$ cat src/rtl/spi_pkg.sv
// Shared SPI definitions: controller state encoding, default word width and bus mode.
// Also intended for a future peripheral-side model or block.
package spi_pkg;

    localparam int unsigned SPI_BYTE_W = 8;
    // CPOL=0, CPHA=0: SCK idles low, data sampled on the rising edge
    localparam logic [1:0]  SPI_MODE   = 2'd0;

    typedef enum logic [2:0] {
        ST_IDLE  = 3'd0,
        ST_SETUP = 3'd1,
        ST_SHIFT = 3'd2,
        ST_HOLD  = 3'd3,
        ST_GAP   = 3'd4
    } spi_state_e;

endpackage

$ cat src/rtl/spi_sclk_gen.sv
// Half-period counter for the SPI clock: ticks every HALF_DIV cycles while enabled
// and toggles SCK on ticks where toggling is permitted.
module spi_sclk_gen #(
    parameter int unsigned HALF_DIV = 3
) (
    input  logic m_clk,
    input  logic rst_n,
    input  logic en,
    input  logic sck_en,
    output logic tick,
    output logic rise_stb,
    output logic fall_stb,
    output logic sck
);

    localparam int unsigned CW = (HALF_DIV < 2) ? 1 : $clog2(HALF_DIV);

    logic [CW-1:0] cnt_q, cnt_d;
    logic          sck_q, sck_d;

    always_ff @(posedge m_clk or negedge rst_n) begin
        if (!rst_n) begin
            cnt_q <= '0;
            sck_q <= 1'b0;
        end else begin
            cnt_q <= cnt_d;
            sck_q <= sck_d;
        end
    end

    always_comb begin
        tick     = en && (cnt_q == CW'(HALF_DIV - 1));
        rise_stb = tick && sck_en && !sck_q;
        fall_stb = tick && sck_en && sck_q;
        cnt_d    = cnt_q;
        sck_d    = sck_q;
        // Counter rests at zero while disabled so every phase starts a full half-period
        if (!en || tick) cnt_d = '0;
        else             cnt_d = cnt_q + CW'(1);
        if (tick && sck_en) sck_d = !sck_q;
    end

    assign sck = sck_q;

endmodule

$ cat src/rtl/spi_controller.sv
// SPI mode-0 master for single-word transfers: IDLE -> SETUP -> SHIFT -> HOLD -> GAP.
// One shift register carries the outgoing word out of its MSB and collects MISO into its LSB.
module spi_controller
    import spi_pkg::*;
#(
    parameter int unsigned BYTE_W   = SPI_BYTE_W,
    parameter int unsigned HALF_DIV = 3
) (
    input  logic              m_clk,
    input  logic              rst_n,
    input  logic              start,
    input  logic [BYTE_W-1:0] d_to_send,
    output logic [BYTE_W-1:0] d_received,
    output logic              busy,
    output logic              DRDY,
    output logic              sck_pad,
    output logic              csn_pad,
    output logic              mosi_pad,
    input  logic              miso_pad,
    output spi_state_e        dbg_state
);

    localparam int unsigned BCW = (BYTE_W < 2) ? 1 : $clog2(BYTE_W);

    spi_state_e        state_q, state_d;
    logic [BYTE_W-1:0] sreg_q, sreg_d;
    logic [BYTE_W-1:0] rx_q, rx_d;
    logic [BCW-1:0]    bit_cnt_q, bit_cnt_d;
    logic              mosi_q, mosi_d;
    logic              csn_q, csn_d;
    logic              busy_q, busy_d;
    logic              drdy_q, drdy_d;

    logic tick, rise_stb, fall_stb, last_fall;

    spi_sclk_gen #(.HALF_DIV(HALF_DIV)) u_sclk (
        .m_clk    (m_clk),
        .rst_n    (rst_n),
        .en       (state_q != ST_IDLE),
        .sck_en   ((state_q == ST_SETUP) || (state_q == ST_SHIFT)),
        .tick     (tick),
        .rise_stb (rise_stb),
        .fall_stb (fall_stb),
        .sck      (sck_pad)
    );

    assign last_fall = fall_stb && (bit_cnt_q == BCW'(BYTE_W - 1));

    always_ff @(posedge m_clk or negedge rst_n) begin
        if (!rst_n) begin
            state_q   <= ST_IDLE;
            sreg_q    <= '0;
            rx_q      <= '0;
            bit_cnt_q <= '0;
            mosi_q    <= 1'b0;
            csn_q     <= 1'b1;
            busy_q    <= 1'b0;
            drdy_q    <= 1'b0;
        end else begin
            state_q   <= state_d;
            sreg_q    <= sreg_d;
            rx_q      <= rx_d;
            bit_cnt_q <= bit_cnt_d;
            mosi_q    <= mosi_d;
            csn_q     <= csn_d;
            busy_q    <= busy_d;
            drdy_q    <= drdy_d;
        end
    end

    always_comb begin
        state_d = state_q;
        case (state_q)
            ST_IDLE:  if (start)     state_d = ST_SETUP;
            ST_SETUP: if (tick)      state_d = ST_SHIFT;
            ST_SHIFT: if (last_fall) state_d = ST_HOLD;
            ST_HOLD:  if (tick)      state_d = ST_GAP;
            ST_GAP:   if (tick)      state_d = ST_IDLE;
            default:                 state_d = ST_IDLE;
        endcase
    end

    always_comb begin
        sreg_d    = sreg_q;
        rx_d      = rx_q;
        bit_cnt_d = bit_cnt_q;
        mosi_d    = mosi_q;
        csn_d     = csn_q;
        busy_d    = busy_q;
        drdy_d    = 1'b0;
        case (state_q)
            ST_IDLE: begin
                if (start) begin
                    sreg_d    = d_to_send;
                    mosi_d    = d_to_send[BYTE_W-1];
                    bit_cnt_d = '0;
                    csn_d     = 1'b0;
                    busy_d    = 1'b1;
                end
            end
            ST_SETUP, ST_SHIFT: begin
                if (rise_stb) sreg_d = {sreg_q[BYTE_W-2:0], miso_pad};
                // After k rises the MSB already holds the next outgoing bit
                if (fall_stb && !last_fall) begin
                    mosi_d    = sreg_q[BYTE_W-1];
                    bit_cnt_d = bit_cnt_q + BCW'(1);
                end
            end
            ST_HOLD: begin
                if (tick) begin
                    csn_d  = 1'b1;
                    mosi_d = 1'b0;
                    rx_d   = sreg_q;
                    drdy_d = 1'b1;
                end
            end
            ST_GAP: begin
                if (tick) busy_d = 1'b0;
            end
            default: ;
        endcase
    end

    assign d_received = rx_q;
    assign busy       = busy_q;
    assign DRDY       = drdy_q;
    assign csn_pad    = csn_q;
    assign mosi_pad   = mosi_q;
    assign dbg_state  = state_q;

endmodule

$ cat config.mk
export PLATFORM = sky130hd
export DESIGN_NAME = spi_controller
export DESIGN_NICKNAME = d
export VERILOG_FILES = /design/src/rtl/spi_pkg.sv /design/src/rtl/spi_sclk_gen.sv /design/src/rtl/spi_controller.sv
export SDC_FILE = /design/constraint.sdc
export NUM_CORES = 1
export LEC_CHECK = 0
export CORE_MARGIN = 8
export CORE_UTILIZATION = 54
export DETAILED_ROUTE_END_ITERATION = 10
export PLACE_DENSITY = 0.94
export RECOVER_POWER = 100
export SETUP_SLACK_MARGIN = 0.1
export SYNTH_ARGS = -nofsm -noshare
export SYNTH_HDL_FRONTEND = slang
export SYNTH_SLANG_ARGS = --single-unit
$ cat constraint.sdc
create_clock -name m_clk -period 3.95 [get_ports m_clk]
set_clock_uncertainty 0.1 [all_clocks]
set_input_delay 0.9875 -clock m_clk [delete_from_list [all_inputs] [get_ports m_clk]]
set_output_delay 0.9875 -clock m_clk [all_outputs]
set_load 0.05 [all_outputs]
==> metrics.md <==
| Metric | Value |
|---|---|
| Outcome | complete, but fails checks |
| Failing checks | capacitance limit |
| Most frequent cells in the layout | dfrtp_1 (28), dlygate4sd3_1 (18), nor2_1 (12) |
| Maximum Capacitance Violations | 1 |
| Boundary Pins | 28 |
| Rows | 18 |
| Rel. slew slack | 0.05121% |
| CTS tree | built |
| Maximum fanout along the worst path | 16 |
| Post-synth net total | 141 |
| Leak pwr | 0.0007700 µW |
| Post-Syn Area | 1410 µm² |
| CP max stage delay | 950 ps |
| Layout cells sized above 1 | 12.99% |
| Port bufs | 27 |
| RSZ-0062 raised after global routing | false |
| Initial antenna violation count | 0 |
| Final WL | 3.027 mm |
| Slowest library cell on the worst path | dlygate4sd3_1 |
| Placed insts | 176 |
| Max frequency | 332.0 MHz |
| Sw Pwr | 791.6 µW |
| Hold Buf Count CTS | 0 |
| Vias in the first global route | 1150 |
| Ys Warns | 0 |
| Minimum clock period | 3012 ps |
| RePlAce Congestion | 0.8321 |
| Pre-CTS setup slack | 1368 ps |
| Final #Nets | 168 |
| Crit path arrival time | 1920 ps |
| Synth cell types | 33 |
| Setup TNS Final | 0 ps |
| Int Power | 889.7 µW |
| Power Total | 1681 µW |
| Post-DRT Antenna Nets | 0 |
| Grt total ovfl | 0 |
| Hold Crit Class | register to register |
| Clk buf depth | 2 |
| WS Path Type | register to output port |
| Die area | 4502 µm² |
| Root Buffer | clkbuf_4 |
| Post_cts resized | 0 |
| Synth area leaders | dfrtp_1 (50%), mux2i_1 (7.8%), mux2_2 (6.4%) |
| Slew Viols, Final | 0 |
| TritonRoute pass-1 iters | 4 |
| Clock sink count | 29 |
| VDD IR max | 0.6370 mV |
| Seq pwr share | 33.0% |
| Period utilization | 76.26% |
| Total track usage | 15.27% |
| Via count | 1049 |
| Die width | 67.10 µm |
| Worst setup EP type | output port |
| First-pass GRT wire length | 5.168 mm |
| Startpoint Class | register |
| Fin worst setup slack | 937.8 ps |
| H-Tree Depth | 2 |
| Routed WL per cell | 16.45 µm |
| Avg Vias per Cell | 5.701 |
| DP Wirelength | 2.181 mm |
| Synthesis-stage register bit count | 29 |
| Finish-stage setup viols | 0 |
| Critical path, cell by cell | dlygate4sd3_1 |
| Hold WS | 343.5 ps |
| Die Span Y | 67.10 µm |
| Actual slew at the worst max-slew pin | 1499 ps |
| Finished Layout Cells | 184 |
| Clock share of power | 12.5% |
| Sequential fraction of the synthesis area | 51.55% |
| Combinational cell fraction of total power | 54.5% |
| Clk Latency, worst-skew pair | 330 ps |
| Cells after Synth | 126 |
| Worst Path Buf+Inv | 1 |
| DRC Markers | 0 |
| Family with the most delay on the worst path | buffers and inverters |
| Final count of hold timing violations | 0 |
| Avg Inst Size Synth | 11.19 µm² |
| Top-area cell type share of the netlist area | 49.69% |
| Most common cell after layout, fill and taps aside | dfrtp_1 |
| Cts bufs inserted | 5 |
| Core area | 2477 µm² |
| Yosys top cell by area | dfrtp_1 |
| Post-CTS setup buffers | 0 |
| Antenna Cells | 0 |
| DR iter-0 viols | 87 |
| Clock transition at the registers of the reported paths | 100 ps |
| Switch share | 47.08% |
| Power Dens Cells | 977.3 nW/µm² |
| Largest net degree at the start of global routing | 30 |
| Worst EP required | 2860 ps |
| Area Growth Syn to Fin | 22.01% |
| Initial Util | 56.92% |
-- final cells by class --
type	count	area, µm²
clock inverters	1	5.005
inverters	7	26.28
repair buffers	28	274.0
fillers	197	757.0
multi-input cells	82	585.6
clock buffers	7	65.06
flip-flops and latches	29	726.9
well taps	30	37.54
-- power by group through the flow --
stage	clock network (µW)	logic, µW	registers (µW)
floorplan	0	548	759
global placement	0	932	548
detailed placement	0	965	562
CTS	213	971	557
global route	225	993	573
finish	210	916	555
-- sequential cells by signal (all words and copies together), names as in the netlist, 2 cells and up --
signal,cells
d_received,8
u_sclk.cnt_q,2
dbg_state,3
sreg_q,8
bit_cnt_q,3
-- synthesized netlist by cell type --
cell type	instances
and2_4	1
a21oi_1	8
nand3_1	1
dfrtp_1	28
nand3b_1	2
mux2i_1	11
a31oi_1	1
mux2_2	8
a2111oi_2	1
o21ai_0	2
a211oi_1	1
nand2_1	10
nor3b_1	1
a221oi_1	1
dfstp_2	1
clkbuf_1	1
buf_6	2
buf_4	2
o41ai_1	1
ha_1	3
inv_1	7
a21oi_2	2
nor4bb_1	3
nor2b_1	2
buf_2	3
nor3_1	4
mux2_1	1
nand4_1	1
o31a_4	1
nor2_1	12
xor2_1	1
xnor2_1	2
and2_1	1
-- layer usage --
layer	global-route usage, %	share of wire, %	up-vias
li1	-	-	489
met1	16.55	39	507
met2	25.21	50	46
met3	7.047	9.2	7
met4	6.527	1.8	0
met5	0	0	-
-- path summary, 6_finish.rpt --
kind,startpoint,to,slack (ps),cells after the start
worst max-delay path,dbg_state[0]$_DFFE_PN0P_,dbg_state[0],940,1
worst min-delay path,u_sclk.cnt_q[0]$_DFF_PN0_,u_sclk.cnt_q[0]$_DFF_PN0_,340,1
worst max register to register,u_sclk.cnt_q[0]$_DFF_PN0_,sreg_q[2]$_DFFE_PN0P_,1740,6
worst min register to register,u_sclk.cnt_q[0]$_DFF_PN0_,u_sclk.cnt_q[0]$_DFF_PN0_,340,1
max in group asynchronous,rst_n,dbg_state[2]$_DFFE_PN0P_,1440,2
min in group asynchronous,rst_n,d_received[5]$_DFFE_PN0P_,1440,2
-- stage by stage --
| step | utilization, % | area (µm²) |
|---|---|---|
| after global routing | 69.44 | 1720 |
| final | 69.44 | 1720 |
| after floorplan | - | 1410 |
| after detailed placement | 67.37 | 1669 |
| after CTS | 70.20 | 1739 |
| after global placement | 67.37 | 1669 |
-- cell families after synthesis --
kind of cell / share of synthesized area (%)
AOI/OAI and AO/OA: 9.318
xor gates and xnor gates: 1.864
adders and majority gates: 2.662
buffers and inverters: 5.856
DFF: 51.55
muxes: 15.00
and+or+nand+nor: 13.75
(Power assumes the default switching activity.)
